<file path="config.mk">
export PLATFORM = sky130hd
export DESIGN_NAME = forward_unit
export DESIGN_NICKNAME = d
export VERILOG_FILES = /design/src/rtl/forward_unit.sv
export SDC_FILE = /design/constraint.sdc
export NUM_CORES = 1
export LEC_CHECK = 0
export CORE_ASPECT_RATIO = 1.75
export CORE_UTILIZATION = 30
export CTS_CLUSTER_DIAMETER = 50
export CTS_CLUSTER_SIZE = 28
export DETAILED_ROUTE_END_ITERATION = 10
export DONT_BUFFER_PORTS = 1
export SETUP_SLACK_MARGIN = 0.5
export SLEW_MARGIN = 0
export SYNTH_ARGS = -nofsm -noshare
export SYNTH_HDL_FRONTEND = slang
export SYNTH_SLANG_ARGS = --single-unit
</file>
<file path="constraint.sdc">
create_clock -name clk -period 2.6 [get_ports clk]
set_input_delay 0.52 -clock clk [delete_from_list [all_inputs] [get_ports clk]]
set_output_delay 0.52 -clock clk [all_outputs]
set_load 0.02 [all_outputs]
</file>
<file path="src/rtl/forward_unit.sv">
// rtl/forward_unit.sv - operand forwarding select and load-use stall controller
module forward_unit #(
  parameter int REG_W    = 5,
  parameter int ZERO_REG = 31
) (
  input  logic             clk,
  input  logic             reset,
  input  logic             id_valid,
  input  logic [REG_W-1:0] id_rn,
  input  logic [REG_W-1:0] id_rm,
  input  logic             id_rm_used,
  input  logic [REG_W-1:0] id_rd,
  input  logic             id_regwrite,
  input  logic             id_memread,
  input  logic             flush,
  output logic [1:0]       fwd_a_sel,
  output logic [1:0]       fwd_b_sel,
  output logic             stall,
  output logic             ex_valid
);

  localparam logic [REG_W-1:0] ZR = REG_W'(ZERO_REG);

  localparam logic [1:0] SEL_RF  = 2'b00;
  localparam logic [1:0] SEL_MEM = 2'b10;
  localparam logic [1:0] SEL_WB  = 2'b11;

  // EX slot
  logic             ex_v;
  logic [REG_W-1:0] ex_rd;
  logic             ex_regwrite;
  logic [REG_W-1:0] ex_rn;
  logic [REG_W-1:0] ex_rm;
  logic             ex_rm_used;
  logic             ex_memread;

  // MEM slot
  logic             mem_v;
  logic [REG_W-1:0] mem_rd;
  logic             mem_regwrite;

  // WB slot
  logic             wb_v;
  logic [REG_W-1:0] wb_rd;
  logic             wb_regwrite;

  logic             stall_c;

  // A slot can supply src only if it really writes that register and src is not XZR
  function automatic logic fwd_hit(input logic v, input logic rw,
                                   input logic [REG_W-1:0] rd,
                                   input logic [REG_W-1:0] src);
    return v && rw && (rd == src) && (src != ZR);
  endfunction

  // Load in EX whose result the ID instruction needs; a flush overrides it
  always_comb begin
    stall_c = 1'b0;
    if (id_valid && !flush && ex_v && ex_memread && ex_regwrite && (ex_rd != ZR)) begin
      if ((ex_rd == id_rn) || (id_rm_used && (ex_rd == id_rm))) begin
        stall_c = 1'b1;
      end
    end
  end

  assign stall    = stall_c;
  assign ex_valid = ex_v;

  // Slot advance: reset, then flush, then stall, then normal issue
  always_ff @(posedge clk) begin
    if (reset) begin
      ex_v         <= 1'b0;
      ex_rd        <= '0;
      ex_regwrite  <= 1'b0;
      ex_rn        <= '0;
      ex_rm        <= '0;
      ex_rm_used   <= 1'b0;
      ex_memread   <= 1'b0;
      mem_v        <= 1'b0;
      mem_rd       <= '0;
      mem_regwrite <= 1'b0;
      wb_v         <= 1'b0;
      wb_rd        <= '0;
      wb_regwrite  <= 1'b0;
    end else begin
      wb_v        <= mem_v;
      wb_rd       <= mem_rd;
      wb_regwrite <= mem_regwrite;

      mem_rd <= ex_rd;
      if (flush) begin
        mem_v        <= 1'b0;
        mem_regwrite <= 1'b0;
      end else begin
        mem_v        <= ex_v;
        mem_regwrite <= ex_regwrite;
      end

      if (flush || stall_c || !id_valid) begin
        ex_v        <= 1'b0;
        ex_regwrite <= 1'b0;
        ex_memread  <= 1'b0;
        ex_rm_used  <= 1'b0;
      end else begin
        ex_v        <= 1'b1;
        ex_rd       <= id_rd;
        ex_regwrite <= id_regwrite;
        ex_rn       <= id_rn;
        ex_rm       <= id_rm;
        ex_rm_used  <= id_rm_used;
        ex_memread  <= id_memread;
      end
    end
  end

  // Operand selects: MEM holds the newer value so it beats WB
  always_comb begin
    fwd_a_sel = SEL_RF;
    fwd_b_sel = SEL_RF;
    if (ex_v) begin
      if (fwd_hit(mem_v, mem_regwrite, mem_rd, ex_rn)) begin
        fwd_a_sel = SEL_MEM;
      end else if (fwd_hit(wb_v, wb_regwrite, wb_rd, ex_rn)) begin
        fwd_a_sel = SEL_WB;
      end
      if (ex_rm_used) begin
        if (fwd_hit(mem_v, mem_regwrite, mem_rd, ex_rm)) begin
          fwd_b_sel = SEL_MEM;
        end else if (fwd_hit(wb_v, wb_regwrite, wb_rd, ex_rm)) begin
          fwd_b_sel = SEL_WB;
        end
      end
    end
  end

endmodule

</file>
# Word-level counts from Yosys, hierarchy flattened
# Index checks and enable logic that the tools add are counted.
# word_totals
ramBits,0
word_cells,55
rom_bits,0
mem_count,0
output_inout_bits,6
latchBits,0
reg_bits,33
inputBits,22
# op_classes
mul,0
n_shift,0
magnitude_cmp,0
eq_ne,9
div_mod_pow,0
add_sub_neg,0
n_bitwise,0
n_mux,10
reduce_logical,23
# ops
op,count
5-bit equality test,6
1-bit logical AND,16
"5-bit != test, second input constant",3
2-bit two-way mux,7
2-bit OR reduction,2
1-bit logical OR,3
1-bit two-way mux,3
1-bit zero test,2

# Longest topological paths before layout
# Gate-level depths: netlist of the first run.
# depth
word_depth,10
ltp_mapped,6
depth_no_buf,5

# Worst setup path before layout of the first run
# Ideal clock, no wire load.
# synth_path
path_kind,in2out
start,in id_rm[3]
end,out stall
arrival_ns,1.610
path_slack_ns,0.470
required_ns,2.080
stages,5
path_buffers,1
path_cell_list,xor2_1 -> nor4_1 -> a32oi_1 -> clkbuf_1 -> nor2_1
# synth_via
elab_chain_len,5
# synth_rtl
item,line_no,text
from (decl),10,"input logic [REG_W-1:0] id_rm,"
5-bit equality test,60,if ((ex_rd == id_rn) || (id_rm_used && (ex_rd == id_rm))) begin
1-bit logical AND,60,
1-bit logical OR,60,
1-bit two-way mux,60,
1-bit two-way mux,59,if (id_valid && !flush && ex_v && ex_memread && ex_regwrite && (ex_rd != ZR)) begin
to (decl),18,"output logic stall,"
# No other way between the ends.

# Worst setup path after layout of the first run
# layout_path
start,reg ex_rd[2]
end,out stall
# layout_via
elab_chain_len,5
elab_cells_between_ends,8
classes_between,eq/ne (3); mux (2); reduce/logical (3)
# layout_rtl
item,line_no,text
from (decl),30,logic [REG_W-1:0] ex_rd;
from (signal assigned),106,ex_rd <= id_rd;
5-bit equality test,60,
1-bit logical AND,60,
1-bit logical OR,60,
1-bit two-way mux,60,
1-bit two-way mux (*),59,
# Every way passes the cells marked *; elsewhere a longest branch is shown, timed or not.

==> impl_results.md, run 1 <==
- Status: complete, no violations
- Slew Viols, Final: 0
- CTS clk-pin slew, worst paths: 0.07 ns
- Cell Area, Synth: 1690 µm²
- Gr ovfl total: 0
- P per Cell Area: 533 nW/µm²
- Max cap viols: 0
- Fill count: 600
- Mean Syn Cell Area: 8.55 µm²
- First-pass GRT wire length: 6.34 mm
- Yosys top cell area share: 0.390
- Worst-margin pin slew: 0.596 ns
- Drt total wl: 3.96 mm
- Synth area leader: dfxtp_1
- Slew headroom: 0.602
- Worst setup startpoint: ex_rd[2]
- Number of global-route vias before repair: 1300
- Max Root-Sink Buffers: 2
- Drt via density: 4.92
- Final HPWL DP: 3.07 mm
- Chip width: 58.8 µm
- Seq/Total Area, Yosys: 0.390
- Layout net count: 222
- CTS Buf Count: 5
- Reg-to-Reg Start: ex_rd[2]
- Core Rows: 35
- Port Buf Inserts: 0
- Fin crit period: 2.08 ns
- Final setup TNS: 0 ns
- Classification of the worst-slack hold path: input port to flop
- DRT antenna net count: 0
- Max VDD drop: 0.000474 V
- Inserted Diodes: 0
- Worst R2R Setup Slack: 0.69 ns
- Syn_nets: 220
- Area of the multi-input gates: 1070 µm²
- # setup viols final: 0
- CP required: 2.08 ns
- Initial core utilization: 0.317
- Post-synthesis register bit count: 33
- CTS tree: yes
- Leakage: 0.729 nW
- GPL Wtd Cong: 0.788
- Final Hold Vio Count: 0
- Die height: 101 µm
- Critical Path End Type: output pin
- CP max FO: 4
- RSZ-0062 raised after global routing: yes
- Clock Root Buffer: clkbuf_8
- Fmax: 481 MHz
- Ports: 28
- Count of different cell masters after synthesis: 23
- DRT iter0 DRCs: 17
- Data arrival, critical path: 1.56 ns
- Period utilization: 0.800
- Post-Synthesis Cells: 198
- Clock skew: 0.00312 ns
- WL/cell: 14.4 µm
- Register area: 689 µm²
- Largest net degree at the start of global routing: 25
- Post-route DRC: 0
- Synth-to-Final Area Change: 17.1%
- Initial antenna violation count: 0
- Share of layout cells above drive strength 1: 0.239
- Area contributors post-synth: dfxtp_1 (39%), xnor2_1 (9.8%), nor2b_1 (6.3%)
- Min-delay src: reset
- Clock Sinks: 33
- CP Class: flop to output pin
- Reg2reg end: ex_rd[1]
- Type of origin of the critical path: flop
- H-tree levels: 2
- Post-cts hold buffer count: 0
- Pre-antenna DRT Iters: 4
- R2R cell count: 6
- Power Total: 1.06 mW
- Total track usage: 0.146
- DR vias: 1354
- Critical Path Sink: stall
- Synth Warn #: 0
- Die Area: 5960 µm²
- Clk_lat worst skew: 0.27 ns
- Core Footprint: 5340 µm²
## per-stage QoR
stage               instance area (µm²)  hold slack, ns  utilization  worst slack (ns)  cells
global placement                   1780           0.456        0.333             0.568    266
floorplan                          1700           0.449            -             0.550    198
CTS                                1940           0.297        0.362             0.479    275
global route                       1980           0.286        0.371             0.453    275
finish                             1980           0.301        0.371             0.520    275
detailed placement                 1780           0.464        0.333             0.536    266
## how the worst min path moves through the flow
stage	to	slack, ns	depth (start not counted)
finish	wb_rd[3]	0.30	1
global route	wb_rd[3]	0.29	1
CTS	wb_rd[3]	0.30	1
detailed placement	mem_regwrite	0.46	1
global placement	mem_regwrite	0.46	1
floorplan	mem_regwrite	0.45	1
## cells by family after synthesis
family                 synth area share
buffers and inverters            0.0333
AND/OR/NAND/NOR                   0.282
AO/OA/AOI/OAI                    0.0953
multiplexers                     0.0443
XOR/XNOR                          0.155
flip-flops                        0.390
## final cells by class
cell class                      count  share of cell area
Clock buffer                        6              0.0366
Clock inverter                      2             0.00505
Inverter                            2             0.00379
Multi-Input combinational cell    152               0.538
Sequential cell                    33               0.348
Tap cell                           74              0.0467
Timing Repair Buffer                6              0.0227
## worst max-delay path, stage by stage (launching register included)
cell and delay (ns):
dfxtp_2 0.35, xor2_1 0.16, nor4_2 0.30, a32oi_2 0.17, nor2_2 0.15, buf_4 0.16
## Yosys cell counts
cell type	number
and2_1	1
xor2_1	11
xnor2_1	19
nand3_1	6
nor4_1	1
and3_1	14
nor2_1	17
o21a_1	1
inv_1	2
o311ai_0	10
or4_1	2
a21oi_1	10
nand2_1	25
a32oi_1	1
clkbuf_1	10
nor2b_1	17
nor3_1	3
o211ai_1	1
mux2_4	5
nor3b_1	2
nand4_1	6
dfxtp_1	33
buf_6	1
## state kept, by name (all words and copies together), names as in the netlist, 5 cells and up
register,cells
ex_rd,5
ex_rm,5
ex_rn,5
mem_rd,5
wb_rd,5
## cells in the final DEF (no fill, tap or decap), types with 2 or more instances in the layout
master and n:
nand2_1 23, dfxtp_1 18, nor2b_1 17, xnor2_1 15, nor2_1 14, and3_1 14
xor2_1 11, dfxtp_2 11, a21oi_1 10, o311ai_0 10, nand3_1 6, nand4_1 6
buf_4 6, mux2_4 5, clkbuf_8 5, xnor2_2 4, dfxtp_4 4, or4_4 2
nor2_4 2, inv_1 2, nand2_2 2, nor3b_1 2, clkinv_2 2
## report_power, final
group / internal, mW / total (mW) / switching, mW
Sequential: 0.532 / 0.571 / 0.0385
Combinational: 0.0671 / 0.126 / 0.0586
Clock: 0.185 / 0.361 / 0.176
## timing repair
item,CTS,global route
buffers inserted,1,0
gates resized for setup,24,12
setup endpoints to repair,5,5
pin swaps,4,4
## routing by layer
layer,wire (µm),part of all wire,vias up,GRT usage
li1,-,-,690,-
met1,1470,0.37,626,0.145
met2,2190,0.55,24,0.259
met3,75,0.019,14,0.0179
met4,226,0.057,0,0.128
met5,0,0,-,0
Note: power is estimated with default switching activity, not from simulation.
==> run 2, diff against run 1 <==
Clock period 2.6 ns to 1.8 ns, I/O delays scaled along.
==> impl_results.md, run 2 (same netlist as run 1, synthesis figures left out) <==
- Max cap viols: 0
- Clock Sinks: 33
- # setup viols final: 11
- CTS Buf Count: 5
- Max VDD drop: 0.000596 V
- Worst-margin pin slew: 0.619 ns
- Post-cts hold buffer count: 0
- Fill count: 543
- Period utilization: 1.09
- Chip width: 58.8 µm
- Cell count after placement: 265
- DR vias: 1455
- Most common cell after layout, fill and taps aside: nor2b_1
- Seq pwr share: 0.465
- Slew Viols, Final: 0
- Clock skew: 0.000954 ns
- Total track usage: 0.165
- CP max FO: 4
- Leakage: 0.813 nW
- Most frequent cells in the layout: nor2b_1 (17), and3_1 (14), nand2_1 (13), nor2_1 (13)
- Fmax: 510 MHz
- GPL Wtd Cong: 0.839
- Max Root-Sink Buffers: 2
- Clk network pwr share: 0.410
- Final HPWL DP: 3.20 mm
- Number of global-route vias before repair: 1448
- Pre-antenna DRT Iters: 4
- Hold_ws: 0.133 ns
- Classification of the worst-slack hold path: input port to flop
- Ports: 28
- Worst path cell trace: xnor2_1 -> nand4_1 -> or4_4 -> nor2_4
- Slew headroom: 0.587
- Drt total wl: 4.62 mm
- Status: finished with violations
- Worst setup startpoint: ex_rm[3]
- Initial antenna violation count: 0
- Inserted Diodes: 0
- Power Total: 1.77 mW
- CTS clk-pin slew, worst paths: 0.07 ns
- Clk_lat worst skew: 0.28 ns
- H-tree levels: 2
- CP required: 1.44 ns
- Min-delay src: reset
- RSZ-0062 raised after global routing: yes
- Core Util, Final: 0.411
- WL/cell: 16.3 µm
- Final setup TNS: -1.16 ns
- DRT iter0 DRCs: 38
- Initial core utilization: 0.317
- Type of origin of the critical path: flop
- Critical Path End Type: output pin
- Clock Root Buffer: clkbuf_8
- Final non-filler cell total: 283
- Setup ws final: -0.160 ns
- Critical Path Slowest Stage Cell: or4_4
- Layout net count: 230
- Sw Share: 0.245
- CTS tree: yes
- Core Rows: 35
- Post-route DRC: 0
- Share of layout cells above drive strength 1: 0.378
- Max stage delay on crit path: 0.47 ns
- Final Hold Vio Count: 0
- Fin crit period: 1.96 ns
- P per Cell Area: 806 nW/µm²
- Core Footprint: 5340 µm²
- Largest net degree at the start of global routing: 22
- Int Pwr: 1.34 mW
- Drt via density: 5.14
- Gr ovfl total: 0
- First-pass GRT wire length: 7.24 mm
- Switching pwr: 0.433 mW
- Reg-to-Reg Start: ex_rd[3]
- Die Area: 5960 µm²
- Die height: 101 µm
- CP Class: flop to output pin
- Failing checks: negative setup slack
- Data arrival, critical path: 1.60 ns
- DRT antenna net count: 0
- Port Buf Inserts: 0
- Synth-to-Final Area Change: 29.9%
- Logic pwr share: 0.125
-- run 2: changes by cell type in the layout (fill, tap and decap cells not counted), sizes merged --
cell / delta
clkinv: -2
bufinv: +1
buf: +8
clkinvlp: +1
-- run 2: layer usage --
metal	global-route usage	vias up	part of all wire
met2	0.293	53	0.55
met3	0.0230	21	0.034
met1	0.169	678	0.35
met5	0	-	0
met4	0.126	0	0.060
li1	-	703	-
-- run 2: final timing paths --
path                                      to  slack (ns)  depth (start not counted)
worst max register to register      ex_rd[0]       -0.11                          7
worst min-delay path                wb_rd[1]        0.13                          1
worst min register to register  mem_regwrite        0.46                          1
worst max-delay path            fwd_b_sel[0]       -0.16                          4
-- run 2: layout make-up --
class / instances / area (µm²) / share of cell area
multi-input cells: 152 / 1140 / 0.521
flip-flops and latches: 33 / 709 / 0.323
repair buffers: 14 / 124 / 0.0563
well taps: 74 / 92.6 / 0.0421
clock buffers: 6 / 82.6 / 0.0376
clock inverters: 2 / 37.5 / 0.0171
inverters: 2 / 7.51 / 0.00341
-- run 2: critical path: cells and delay by family (launching register included) --
| kind | cells | cell delay, ns |
|---|---|---|
| flip-flops | 1 | 0.38 |
| XOR/XNOR | 1 | 0.17 |
| AND/OR/NAND/NOR | 3 | 0.77 |
-- run 2: metrics by stage --
stage | area [µm²] | worst slack [ns]
3_3_place_gp | 1840 | 0.0592
6_report | 2200 | -0.160
5_1_grt | 2200 | -0.249
3_5_place_dp | 1840 | 0.0481
2_1_floorplan | 1770 | 0.150
4_1_cts | 2110 | -0.143
-- run 2: power by group through the flow --
stage / sequential [mW] / combinational, mW / clock (mW)
floorplan: 0.819 / 0.156 / 0
global placement: 0.837 / 0.171 / 0
detailed placement: 0.838 / 0.174 / 0
CTS: 0.821 / 0.207 / 0.740
global route: 0.829 / 0.243 / 0.776
finish: 0.824 / 0.221 / 0.727
-- run 2: timing repair --
action,in CTS,in global routing
resized for setup,30,20
gates cloned,2,0
buffers inserted,7,1
setup endpoints to repair,24,24
pin swaps,7,11
==> run 3, diff against run 2 <==
Settings changed: GPL_TIMING_DRIVEN set to 0.
==> impl_results.md, run 3 (same netlist as run 1, synthesis figures left out) <==
- Status: finished with violations
- Failing checks: negative setup slack
- Chip width: 58.8 µm
- CP max FO: 4
- Leakage: 0.927 nW
- Reg-to-Reg Start: ex_rd[3]
- CTS clk-pin slew, worst paths: 0.08 ns
- Int Pwr: 1.32 mW
- Switching pwr: 0.465 mW
- Final Hold Vio Count: 0
- Type of origin of the critical path: flop
- Initial antenna violation count: 0
- Initial core utilization: 0.317
- Clock Root Buffer: clkbuf_8
- Cell count after placement: 272
- Clock skew: 0.00820 ns
- Max VDD drop: 0.000684 V
- R2R cell count: 7
- Sw Share: 0.261
- GPL Wtd Cong: 0.818
- Slew Viols, Final: 0
- Power Total: 1.78 mW
- RSZ-0062 raised after global routing: yes
- P per Cell Area: 778 nW/µm²
- H-tree levels: 2
- CP Class: flop to output pin
- Logic pwr share: 0.138
- Fmax: 514 MHz
- Hold_ws: 0.134 ns
- Die Area: 5960 µm²
- # setup viols final: 17
- Pre-antenna DRT Iters: 4
- Clk network pwr share: 0.400
- Min-delay src: flush
- Core Rows: 35
- DRT iter0 DRCs: 20
- Ports: 28
- CTS Buf Count: 5
- Slew headroom: 0.647
- Period utilization: 1.08
- WL/cell: 15.5 µm
- Drt via density: 5.05
- Most frequent cells in the layout: nand2_1 (22), nor2b_1 (17), nor2_1 (14), dfxtp_2 (14), xnor2_1 (13)
- Clock Sinks: 33
- Worst-margin pin slew: 0.529 ns
- Number of global-route vias before repair: 1435
- Post-route DRC: 0
- Port Buf Inserts: 0
- Data arrival, critical path: 1.59 ns
- Worst hold stages: 1
- Fin crit period: 1.95 ns
- Classification of the worst-slack hold path: input port to flop
- Max cap viols: 0
- Core Footprint: 5340 µm²
- Final HPWL DP: 3.26 mm
- Synth-to-Final Area Change: 35.2%
- Gr ovfl total: 0
- CTS tree: yes
- Total track usage: 0.160
- Layout net count: 236
- Critical Path End Type: output pin
- Final non-filler cell total: 289
- Max Root-Sink Buffers: 2
- Seq pwr share: 0.462
- Largest net degree at the start of global routing: 13
- Most common cell after layout, fill and taps aside: nand2_1
- Die height: 101 µm
- Clk_lat worst skew: 0.29 ns
- DRT antenna net count: 0
- CP required: 1.44 ns
- Hold endpoint: mem_v
- Drt total wl: 4.49 mm
- First-pass GRT wire length: 7.00 mm
- Worst R2R Setup Slack: -0.06 ns
- Share of layout cells above drive strength 1: 0.367
- Reg2reg end: ex_rd[1]
- DR vias: 1459
- Inserted Diodes: 0
- Setup ws final: -0.145 ns
run 3: cell count changes in the layout (fill, tap and decap cells not counted), moves of 4 or more:
cell	previous run	this run
buf_4	9	5
o311ai_2	1	5
nand2_1	13	22
o311ai_1	9	2
clkbuf_1	0	4
nand2_2	10	1
run 3: through the flow:
step           setup slack, ns  TNS, ns  instance area [µm²]  utilization
6_report                -0.145   -0.968                 2290        0.428
3_5_place_dp           -0.0685  -0.0723                 1870        0.349
5_1_grt                 -0.198    -1.78                 2290        0.428
2_1_floorplan            0.150        0                 1770            -
4_1_cts                 -0.139   -0.643                 2110        0.394
3_3_place_gp           -0.0660  -0.0724                 1870        0.349
run 3: critical path, cell delays in order, from the launching register on:
cell and delay, ns:
dfxtp_4 0.37, nand3_1 0.08, nor2_1 0.08, or4_4 0.59
nor2_4 0.17
run 3: repair_timing:
item / in CTS / in global routing
buffers inserted: 5 / 3
endpoints found under the setup margin: 24 / 24
cloned: 0 / 1
pin swaps: 13 / 9
resized for setup: 20 / 32
hold buffers: 0 / 0
run 3: area by class of cell:
class	count	area, µm²
Tap cell	74	92.6
Inverter	2	7.51
Clock inverter	3	46.3
Multi-Input combinational cell	152	1200
Timing Repair Buffer	9	96.3
Buffer	11	75.1
Clock buffer	5	68.8
Fill cell	557	3050
Sequential cell	33	704
run 3: routing by layer:
metal | vias up | GRT usage | routed length, µm
met5 | - | 0 | 0
met3 | 12 | 0.0268 | 144
met4 | 0 | 0.0769 | 167
met2 | 43 | 0.312 | 2550
li1 | 713 | - | -
met1 | 691 | 0.154 | 1620
run 3: power groups by stage:
stage	clock network (mW)	logic, mW	registers [mW]
after floorplan	0	0.156	0.819
after global placement	0	0.183	0.836
after detailed placement	0	0.186	0.837
after CTS	0.725	0.208	0.821
after global routing	0.757	0.266	0.826
final	0.713	0.245	0.822
run 3: worst max-delay path by stage:
stage                  start            to  slack, ns  cells after the start
floorplan           id_rm[3]      ex_rd[0]       0.15                      6
global placement    id_valid         stall      -0.07                      4
detailed placement  id_valid         stall      -0.07                      4
CTS                 ex_rm[1]  fwd_b_sel[0]      -0.14                      4
global route        ex_valid  fwd_b_sel[0]      -0.20                      3
finish              ex_rm[1]  fwd_b_sel[0]      -0.15                      4
